[config.mk]
export PLATFORM = sky130hd
export DESIGN_NAME = voice_allocator
export DESIGN_NICKNAME = d
export VERILOG_FILES = /design/src/rtl/synth_pkg.sv /design/src/rtl/voice_select.sv /design/src/rtl/voice_allocator.sv
export SDC_FILE = /design/constraint.sdc
export NUM_CORES = 1
export LEC_CHECK = 0
export CAP_MARGIN = 40
export CORE_AREA = 2 2 368 370
export DETAILED_ROUTE_END_ITERATION = 8
export DIE_AREA = 0 0 370 372
export GPL_TIMING_DRIVEN = 0
export MAX_ROUTING_LAYER = met4
export SLEW_MARGIN = 40
export SYNTH_ARGS = -nofsm -noshare
export SYNTH_HDL_FRONTEND = slang
export SYNTH_SLANG_ARGS = --single-unit
[constraint.sdc]
create_clock -name clk_in -period 26.5 [get_ports clk_in]
set_clock_uncertainty 0.15 [all_clocks]
set_input_delay 5.3 -clock clk_in [delete_from_list [all_inputs] [get_ports clk_in]]
set_output_delay 5.3 -clock clk_in [all_outputs]
set_load 0.005 [all_outputs]
[src/rtl/synth_pkg.sv]
// rtl/synth_pkg.sv - shared defaults and types for the synth voice path
package synth_pkg;

  localparam int SYNTH_NUM_NOTES      = 24;
  localparam int SYNTH_NUM_VOICES     = 8;
  localparam int SYNTH_NOTE_IDX_WIDTH = $clog2(SYNTH_NUM_NOTES);
  localparam int SYNTH_AGE_WIDTH      = 16;

  typedef logic [SYNTH_NOTE_IDX_WIDTH-1:0] note_idx_t;

  typedef struct packed {
    logic                       valid;
    note_idx_t                  note;
    logic [SYNTH_AGE_WIDTH-1:0] age;
  } voice_slot_t;

endpackage

[src/rtl/voice_select.sv]
// rtl/voice_select.sv - lowest free voice and oldest voice selection
module voice_select
  import synth_pkg::*;
#(
  parameter int NUM_VOICES      = SYNTH_NUM_VOICES,
  parameter int AGE_WIDTH       = SYNTH_AGE_WIDTH,
  parameter int VOICE_IDX_WIDTH = (NUM_VOICES > 1) ? $clog2(NUM_VOICES) : 1
) (
  input  logic [NUM_VOICES-1:0]                valid,
  input  logic [NUM_VOICES-1:0][AGE_WIDTH-1:0] age,
  output logic                                 free_found,
  output logic [VOICE_IDX_WIDTH-1:0]           free_idx,
  output logic [VOICE_IDX_WIDTH-1:0]           oldest_idx
);

  logic [AGE_WIDTH-1:0] max_age;

  // Descending scan leaves the lowest free index; strict compare keeps the lowest index on age ties.
  always_comb begin
    free_found = 1'b0;
    free_idx   = '0;
    for (int v = NUM_VOICES - 1; v >= 0; v--) begin
      if (!valid[v]) begin
        free_found = 1'b1;
        free_idx   = VOICE_IDX_WIDTH'(v);
      end
    end
    oldest_idx = '0;
    max_age    = age[0];
    for (int v = 1; v < NUM_VOICES; v++) begin
      if (age[v] > max_age) begin
        max_age    = age[v];
        oldest_idx = VOICE_IDX_WIDTH'(v);
      end
    end
  end

endmodule

[src/rtl/voice_allocator.sv]
// rtl/voice_allocator.sv - scanning polyphonic voice allocator with stealing
module voice_allocator
  import synth_pkg::*;
#(
  parameter int NUM_NOTES      = SYNTH_NUM_NOTES,
  parameter int NUM_VOICES     = SYNTH_NUM_VOICES,
  parameter int PHASE_WIDTH    = 32,
  parameter int ADDR_WIDTH     = 8,
  parameter int NOTE_IDX_WIDTH = $clog2(NUM_NOTES),
  parameter int AGE_WIDTH      = SYNTH_AGE_WIDTH,
  parameter bit STEAL_EN       = 1'b1
) (
  input  logic                                        clk_in,
  input  logic                                        rst_n_in,
  input  logic [NUM_NOTES-1:0][PHASE_WIDTH-1:0]       phase_in,
  input  logic [NUM_NOTES-1:0]                        gate_in,
  output logic [NUM_VOICES-1:0]                       voice_valid_out,
  output logic [NUM_VOICES-1:0][NOTE_IDX_WIDTH-1:0]   voice_note_out,
  output logic [NUM_VOICES-1:0][ADDR_WIDTH-1:0]       voice_addr_out,
  output logic [NUM_NOTES-1:0]                        note_active_out,
  output logic [$clog2(NUM_VOICES+1)-1:0]             num_voices_out,
  output logic                                        alloc_pulse_out,
  output logic                                        steal_pulse_out,
  output logic                                        drop_pulse_out
);

  localparam int VOICE_IDX_WIDTH = (NUM_VOICES > 1) ? $clog2(NUM_VOICES) : 1;
  localparam int CNT_WIDTH       = $clog2(NUM_VOICES + 1);
  localparam logic [AGE_WIDTH-1:0] AGE_MAX = {AGE_WIDTH{1'b1}};

  logic [NOTE_IDX_WIDTH-1:0]                      scan_ptr;
  logic [NUM_NOTES-1:0]                           gate_seen;
  logic [NUM_VOICES-1:0]                          voice_valid;
  logic [NUM_VOICES-1:0][NOTE_IDX_WIDTH-1:0]      voice_note;
  logic [NUM_VOICES-1:0][AGE_WIDTH-1:0]           voice_age;
  logic [NUM_NOTES-1:0]                           note_active;
  logic [NUM_VOICES-1:0][ADDR_WIDTH-1:0]          voice_addr;
  logic [CNT_WIDTH-1:0]                           num_voices;
  logic                                           alloc_pulse;
  logic                                           steal_pulse;
  logic                                           drop_pulse;

  logic                                           free_found;
  logic [VOICE_IDX_WIDTH-1:0]                     free_idx;
  logic [VOICE_IDX_WIDTH-1:0]                     oldest_idx;

  logic                                           note_on;
  logic                                           note_off;
  logic                                           owner_found;
  logic [VOICE_IDX_WIDTH-1:0]                     owner_idx;
  logic [NOTE_IDX_WIDTH-1:0]                      ptr_nxt;
  logic [NUM_NOTES-1:0]                           gate_seen_nxt;
  logic [NUM_VOICES-1:0]                          valid_nxt;
  logic [NUM_VOICES-1:0][NOTE_IDX_WIDTH-1:0]      note_nxt;
  logic [NUM_VOICES-1:0][AGE_WIDTH-1:0]           age_nxt;
  logic [NUM_NOTES-1:0]                           active_nxt;
  logic [CNT_WIDTH-1:0]                           count_nxt;
  logic                                           alloc_nxt;
  logic                                           steal_nxt;
  logic                                           drop_nxt;

  voice_select #(
    .NUM_VOICES      (NUM_VOICES),
    .AGE_WIDTH       (AGE_WIDTH),
    .VOICE_IDX_WIDTH (VOICE_IDX_WIDTH)
  ) u_voice_select (
    .valid      (voice_valid),
    .age        (voice_age),
    .free_found (free_found),
    .free_idx   (free_idx),
    .oldest_idx (oldest_idx)
  );

  // Locate the voice currently owned by the scanned note (used for note-off).
  always_comb begin
    owner_found = 1'b0;
    owner_idx   = '0;
    for (int v = 0; v < NUM_VOICES; v++) begin
      if (voice_valid[v] && (voice_note[v] == scan_ptr) && !owner_found) begin
        owner_found = 1'b1;
        owner_idx   = VOICE_IDX_WIDTH'(v);
      end
    end
  end

  // Next-state for the scanned note: note-on (alloc/steal/drop) beats note-off; ages tick every cycle.
  always_comb begin
    note_on       = gate_in[scan_ptr] & ~gate_seen[scan_ptr];
    note_off      = ~gate_in[scan_ptr] & note_active[scan_ptr];
    ptr_nxt       = (scan_ptr == NOTE_IDX_WIDTH'(NUM_NOTES - 1)) ? '0 : scan_ptr + 1'b1;
    gate_seen_nxt = gate_seen;
    gate_seen_nxt[scan_ptr] = gate_in[scan_ptr];
    valid_nxt     = voice_valid;
    note_nxt      = voice_note;
    active_nxt    = note_active;
    alloc_nxt     = 1'b0;
    steal_nxt     = 1'b0;
    drop_nxt      = 1'b0;
    for (int v = 0; v < NUM_VOICES; v++) begin
      if (!voice_valid[v]) begin
        age_nxt[v] = '0;
      end else if (voice_age[v] == AGE_MAX) begin
        age_nxt[v] = voice_age[v];
      end else begin
        age_nxt[v] = voice_age[v] + 1'b1;
      end
    end
    if (note_on) begin
      if (free_found) begin
        valid_nxt[free_idx] = 1'b1;
        note_nxt[free_idx]  = scan_ptr;
        age_nxt[free_idx]   = '0;
        active_nxt[scan_ptr] = 1'b1;
        alloc_nxt = 1'b1;
      end else if (STEAL_EN) begin
        // The previous owner keeps its gate_seen bit, so it stays silent until re-gated.
        active_nxt[voice_note[oldest_idx]] = 1'b0;
        note_nxt[oldest_idx] = scan_ptr;
        age_nxt[oldest_idx]  = '0;
        active_nxt[scan_ptr] = 1'b1;
        alloc_nxt = 1'b1;
        steal_nxt = 1'b1;
      end else begin
        drop_nxt = 1'b1;
      end
    end else if (note_off) begin
      if (owner_found) begin
        valid_nxt[owner_idx] = 1'b0;
        age_nxt[owner_idx]   = '0;
      end
      active_nxt[scan_ptr] = 1'b0;
    end
    count_nxt = '0;
    for (int v = 0; v < NUM_VOICES; v++) begin
      count_nxt = count_nxt + CNT_WIDTH'(valid_nxt[v]);
    end
  end

  // Scan pointer, gate history, voice slots, occupancy count and event pulses.
  always_ff @(posedge clk_in) begin
    if (!rst_n_in) begin
      scan_ptr    <= '0;
      gate_seen   <= '0;
      voice_valid <= '0;
      voice_note  <= '0;
      voice_age   <= '0;
      note_active <= '0;
      num_voices  <= '0;
      alloc_pulse <= 1'b0;
      steal_pulse <= 1'b0;
      drop_pulse  <= 1'b0;
    end else begin
      scan_ptr    <= ptr_nxt;
      gate_seen   <= gate_seen_nxt;
      voice_valid <= valid_nxt;
      voice_note  <= note_nxt;
      voice_age   <= age_nxt;
      note_active <= active_nxt;
      num_voices  <= count_nxt;
      alloc_pulse <= alloc_nxt;
      steal_pulse <= steal_nxt;
      drop_pulse  <= drop_nxt;
    end
  end

  // Per-voice wavetable address: top bits of the owning note's phase, zero when the voice is idle.
  always_ff @(posedge clk_in) begin
    if (!rst_n_in) begin
      voice_addr <= '0;
    end else begin
      for (int v = 0; v < NUM_VOICES; v++) begin
        voice_addr[v] <= voice_valid[v] ? phase_in[voice_note[v]][PHASE_WIDTH-1 -: ADDR_WIDTH] : '0;
      end
    end
  end

  assign voice_valid_out = voice_valid;
  assign voice_note_out  = voice_note;
  assign voice_addr_out  = voice_addr;
  assign note_active_out = note_active;
  assign num_voices_out  = num_voices;
  assign alloc_pulse_out = alloc_pulse;
  assign steal_pulse_out = steal_pulse;
  assign drop_pulse_out  = drop_pulse;

endmodule
==> metrics, run 1 <==
Skew-Pair Late Insertion Delay=0.60 ns; # clock sinks=299; cts hold-fix bufs=0; dpl hpwl=108000 microns; routed wire length per instance=28.2 microns; post-route cell area=36800 sq um; Req. time, crit path=26.84 ns; worst vdd ir=0.0374 mV; power density cells=42.3 nW/um^2; GR peak layer=met2; final hold vios=0; CP Capture Type=flip-flop; GPL Wtd Cong=1.01; EDFF count, synth=0; Total GRT Usage=20.7%; Clock Pin Slew Worst Setup and Hold Paths=0.07 ns; Hold Path Class=flip-flop to flip-flop; Worst Hold Launch=gate_seen[18]$_SDFFE_PN0P_; synthesized area=29400 sq um; setup total negative slack=0 ns; CP Class=flip-flop to flip-flop; slowest cell delay on critical path=0.69 ns; Reg power frac=29.7%; Vias=28896; fillcell total=14033; first-pass GRT wire length=202000 microns; pins over their slew limit=0; most used cell, CP=clkbuf_1; fmax=0.0433 GHz; clock network power share=35.2%; Netlist cell types=98; sequential share of the synthesized area=20.3%; footprint of the multi-input gates=22200 sq um; synthesis-stage register bit count=299; Sw Share=36.7%; Ports=937; gr ovfl total=0; post-DR vias/cell=5.70; Synth Flop Type=dfxtp_1; FP Rows=135; Port Buf Inserts=358; Ys Warns=0; Avg Inst Size Synth=10.3 sq um; clock buffer depth=3; Final nets=4169; fin crit share=87.2%; M2 GR Usage=30.2%; RSZ-0062 raised after global routing=false; placed insts=4991; maxcap violations=0; met1 global-route usage=24.2%; post-layout minimum cycle time=23.11 ns; critical path buffer and inverter count=14; worst hold slack=0.316 ns; Antenna Nets Post-Route=0; Top Family by Delay on Critical Path=compound AO/OA/AOI/OAI gates; P_int=985 uW; Worst slew margin=36.5%; status=complete, no violations; htree depth=2; die width=370 microns; initial antenna violation count=13; crit path max fanout=10; met3 GRT Util=7.32%; area delta synth->final=24.8%; Setup violations, final=0; crit path DAT=23.45 ns; Reg-to-Reg Start=voice_age[13]$_SDFF_PN0_; syn_nets=3770; Inserted Clock Buffers=35; DR iter-0 viols=4475; Resize count post-CTS=0; CTS tree=yes; Sw Pwr=571 uW; fraction of layout cells with a size suffix above 1=23.3%; Core Footprint=134000 sq um; post-CTS setup buffers=0; root buffer cell=clkbuf_16; vias in the first global route=27903; Sequential cell area=5990 sq um; total wire length=143000 microns; DRC=0; CP Launch Point=voice_age[13]$_SDFF_PN0_; total power=1.56 mW; Die Footprint=138000 sq um; die height=372 microns; CP Launch Type=flip-flop; post-route insts no fill=5067; dpl cell area=35400 sq um; drt pass-1 iters=8; Lkg Pwr=12.0 nW; Starting Density=21.9%; Combinational Power Share=35.1%; pin count of the biggest net entering global routing=15; Post-Syn Instances=2849; FFs w/ async S/R, synth=0%; slowest CP cell=o21ai_1; slew at the pin with the worst max-slew slack=0.953 ns
==> state kept, by name, indices dropped and copies added (netlist names) <==
signal           count
alloc_pulse_out      1
gate_seen           24
note_active_out     24
num_voices_out       4
scan_ptr             5
steal_pulse_out      1
voice_addr_out      64
voice_age          128
voice_note_out      40
voice_valid_out      8
==> cell families (layout without fill, tap and decap cells) <==
kind of cell,after synthesis,in the layout,synth area share [%]
adder cells (fa/ha/maj),128,128,5.54
buffers and inverters,328,752,4.30
XOR/XNOR,138,138,4.11
other,1,14,0.0127
AO/OA/AOI/OAI,428,428,9.73
multiplexers,618,618,41.2
flip-flops,299,299,20.3
AND/OR/NAND/NOR,909,909,14.8
==> worst min-delay path, stage by stage, from the launching register on <==
cell and delay (ns):
dfxtp_1 0.31, nand2_1 0.05, a21boi_0 0.06
==> worst paths after layout <==
path              cells after the start                               to  slack [ns]
setup / recovery                     79  note_active_out[1]$_SDFFE_PN0P_        3.39
hold / removal                        2       gate_seen[18]$_SDFFE_PN0P_        0.32
setup reg to reg                     79  note_active_out[1]$_SDFFE_PN0P_        3.39
hold reg to reg                       2       gate_seen[18]$_SDFFE_PN0P_        0.32
==> through the flow <==
stage / utilization (%) / setup slack, ns
after floorplan: - / 7.98
after global placement: 26.3 / 3.30
after detailed placement: 26.4 / 3.67
after CTS: 27.3 / 3.58
after global routing: 27.4 / 1.73
final: 27.4 / 3.39
==> power by group through the flow <==
| stage | Sequential (mW) | Clock, mW | Combinational [mW] |
|---|---|---|---|
| floorplan | 0.469 | 0 | 0.329 |
| global route | 0.462 | 0.571 | 0.577 |
| global placement | 0.472 | 0 | 0.524 |
| detailed placement | 0.472 | 0 | 0.527 |
| CTS | 0.462 | 0.558 | 0.530 |
| finish | 0.462 | 0.547 | 0.547 |
==> metal layers <==
| layer | vias up | wire length [microns] | part of all wire [%] |
|---|---|---|---|
| met5 | - | 0 | 0 |
| met4 | 0 | 10600 | 7.4 |
| met3 | 646 | 18300 | 13 |
| met2 | 2318 | 61900 | 43 |
| met1 | 14096 | 52200 | 37 |
| li1 | 11836 | - | - |
==> layout make-up <==
type	instances	share of cell area [%]
diodes	13	0.0885
plain buffers	211	2.55
clock buffers	40	2.57
clock inverters	22	0.824
inverters	117	1.19
multi-input cells	2222	60.5
flip-flops and latches	299	16.3
well taps	1781	6.06
repair buffers	362	9.90
==> placed cells by master, fill, tap and decap left out, types with 9 or more instances in the layout <==
cell type and count:
nor3_1 39, o211ai_1 9, o21ai_1 10, nand3_1 73, mux4_2 466, o21ai_0 86
mux2i_1 71, buf_2 39, and4_1 11, clkbuf_2 56, and3_1 35, nand2_1 238
xnor2_1 62, nand4_1 47, a22oi_1 75, nor3b_1 24, a21boi_0 10, dfxtp_1 299
a31oi_1 15, mux2_2 80, a211oi_1 12, nor2_1 287, and2_1 26, ha_1 123
a21oi_1 94, clkbuf_16 35, a21o_1 21, clkbuf_1 107, clkdlybuf4s50_1 358, nor2b_1 59
inv_1 109, xor2_1 76, nor4_1 14, diode_2 13
==> Yosys cell counts, types with 11 or more instances <==
library cell  number  area, sq um
nor3b_1           24          180
buf_1             39          146
nor2b_1           59          369
xnor2_1           62          543
and4_1            11         96.3
dfxtp_1          299         5990
mux4_2           466        10500
xor2_1            76          666
a21o_1            21          158
clkbuf_1         162          608
nand4_1           47          294
a22oi_1           75          563
nor2_1           294         1100
mux2_2            80          901
mux2i_1           71          711
a21oi_1           94          470
inv_1            109          409
o21ai_1           11         55.1
a211oi_1          12         90.1
nand3_1           73          365
nor3_1            39          195
and3_1            35          219
nand2_1          238          893
ha_1             123         1540
and2_1            26          163
nor4_1            14         87.6
a31oi_1           16          100
o21ai_0           86          430
(Power assumes the default switching activity.)
==> run 2, diff against run 1 <==
--- a/config.mk
+++ b/config.mk
@@ -11,6 +11,7 @@
 export DIE_AREA = 0 0 370 372
 export GPL_TIMING_DRIVEN = 0
 export MAX_ROUTING_LAYER = met4
+export PLACE_DENSITY_LB_ADDON = 0.15
 export SLEW_MARGIN = 40
 export SYNTH_ARGS = -nofsm -noshare
 export SYNTH_HDL_FRONTEND = slang
==> metrics, run 2 (same netlist as run 1, synthesis figures left out) <==
final hold vios=0 (unchanged); CP Capture Type=flip-flop (unchanged); slowest CP cell=clkbuf_1 (was o21ai_1); setup total negative slack=0 ns (unchanged); slew at the pin with the worst max-slew slack=0.947 ns (was 0.953 ns); die height=372 microns (unchanged); clock network power share=37.9% (was 35.2%); root buffer cell=clkbuf_16 (unchanged); Sw Pwr=596 uW (was 571 uW); Ports=937 (unchanged); Reg power frac=28.2% (was 29.7%); CP Launch Type=flip-flop (unchanged); post-layout minimum cycle time=23.40 ns (was 23.11 ns); CP Class=flip-flop to flip-flop (unchanged); commonest non-fill, non-tap cell in the layout=mux4_2 (unchanged); post-DR vias/cell=5.55 (was 5.70); Req. time, crit path=26.84 ns (about the same); Combinational Power Share=34.0% (was 35.1%); slowest cell delay on critical path=0.65 ns (was 0.69 ns); gr ovfl total=0 (unchanged); crit path max fanout=10 (unchanged); Final nets=4175 (was 4169); Sw Share=36.3% (was 36.7%); post-route insts no fill=5077 (was 5067); Lkg Pwr=12.2 nW (was 12.0 nW); Hold Path Class=flip-flop to flip-flop (unchanged); RSZ-0062 raised after global routing=false (unchanged); max reg flops=128 (unchanged); pin count of the biggest net entering global routing=13 (was 15); CTS tree=yes (unchanged); Inserted Clock Buffers=42 (was 35); Skew-Pair Late Insertion Delay=0.61 ns (was 0.60 ns); maxcap violations=0 (unchanged); Sequential cell area=5990 sq um (unchanged); fillcell total=14161 (was 14033); FP Rows=135 (unchanged); clock buffer depth=3 (unchanged); Worst slew margin=36.8% (was 36.5%); footprint of the multi-input gates=22300 sq um (was 22200 sq um); Port Buf Inserts=358 (unchanged); P_int=1.04 mW (was 985 uW); worst hold slack=0.320 ns (was 0.316 ns); post-route cell area=37000 sq um (was 36800 sq um); Die Footprint=138000 sq um (unchanged); routed wire length on met3=14500 microns (was 18300 microns); routed wire length per instance=30.0 microns (was 28.2 microns); dpl hpwl=118000 microns (was 108000 microns); met2 WL=67800 microns (was 61900 microns); Total GRT Usage=22.2% (was 20.7%); # clock sinks=299 (unchanged); worst vdd ir=0.0483 mV (was 0.0374 mV); power density cells=44.4 nW/um^2 (was 42.3 nW/um^2); total wire length=152000 microns (was 143000 microns); drt pass-1 iters=6 (was 8); GPL Wtd Cong=0.951 (was 1.01); htree depth=2 (unchanged); crit path DAT=23.74 ns (was 23.45 ns); DRC=0 (unchanged); vias in the first global route=27450 (was 27903); DR iter-0 viols=3167 (was 4475); pins over their slew limit=0 (unchanged); placed insts=4989 (was 4991); status=complete, no violations (unchanged); first-pass GRT wire length=214000 microns (was 202000 microns); fin crit share=88.3% (was 87.2%); initial antenna violation count=10 (was 13); fraction of layout cells with a size suffix above 1=23.6% (was 23.3%); area delta synth->final=25.6% (was 24.8%); Resize count post-CTS=0 (unchanged); DRT met1 WL=63400 microns (was 52200 microns); Highest Signal Layer=met4 (unchanged); most used cell, CP=clkbuf_1 (unchanged); Clock Pin Slew Worst Setup and Hold Paths=0.06 ns (was 0.07 ns); die width=370 microns (unchanged); dpl cell area=35500 sq um (was 35400 sq um); Core Footprint=134000 sq um (unchanged); Starting Density=21.9% (unchanged); Antenna Nets Post-Route=0 (unchanged); Top reg by flops=voice_age (unchanged); post-CTS setup buffers=0 (unchanged); Vias=28162 (was 28896); most frequent cells in the layout=mux4_2 (466), clkdlybuf4s50_1 (358), dfxtp_1 (299) (unchanged); fmax=0.0427 GHz (was 0.0433 GHz); Setup violations, final=0 (unchanged); cts hold-fix bufs=0 (unchanged)
-- run 2: cell count changes in the layout (fill, tap and decap cells not counted), sizes merged --
cell / before / now
diode: 13 / 10
buf: 52 / 51
inv: 114 / 115
clkbuf: 203 / 220
clkinv: 19 / 15
-- run 2: layout make-up --
cell class              count  area share [%]
multi-input cells        2222            60.2
flip-flops and latches    299            16.2
repair buffers            361            9.82
well taps                1781            6.03
clock buffers              57            3.24
plain buffers             211            2.55
inverters                 117            1.19
clock inverters            19           0.721
diodes                     10          0.0677
-- run 2: worst max-delay path: cells and delay by family, from the launching register on --
kind                       cells  cell delay (ns)
DFF                            1             0.30
buffers and inverters         14             4.49
and+or+nand+nor               13             3.31
muxes                          5             1.87
adders and majority gates      7             1.93
AOI/OAI and AO/OA             40            11.17
-- run 2: metrics by stage --
stage | power [mW] | worst slack, ns | util, %
6_report | 1.64 | 3.10 | 27.5
5_1_grt | 1.71 | 1.38 | 27.5
4_1_cts | 1.65 | 2.69 | 27.5
3_5_place_dp | 1.02 | 2.82 | 26.4
3_3_place_gp | 1.02 | 1.77 | 26.3
2_1_floorplan | 0.798 | 7.98 | -
-- run 2: path summary, 6_finish.rpt --
check / endpoint / cells past startpoint / slack (ns) / startpoint
max reg2reg: note_active_out[1]$_SDFFE_PN0P_ / 79 / 3.10 / voice_age[13]$_SDFF_PN0_
min reg2reg: gate_seen[18]$_SDFFE_PN0P_ / 2 / 0.32 / gate_seen[18]$_SDFFE_PN0P_
max: note_active_out[1]$_SDFFE_PN0P_ / 79 / 3.10 / voice_age[13]$_SDFF_PN0_
min: gate_seen[18]$_SDFFE_PN0P_ / 2 / 0.32 / gate_seen[18]$_SDFFE_PN0P_
-- run 2: power groups by stage --
stage	Clock (mW)	Combinational, mW	Sequential (mW)
after global routing	0.656	0.590	0.463
after CTS	0.641	0.549	0.462
after floorplan	0	0.329	0.469
after global placement	0	0.544	0.472
final	0.621	0.557	0.462
after detailed placement	0	0.546	0.472
-- run 2: routing by layer --
metal | track usage, % | up-vias
met3 | 5.36 | 335
met2 | 33.2 | 1702
met4 | 8.36 | 0
met5 | - | -
met1 | 28.9 | 14279
li1 | - | 11846
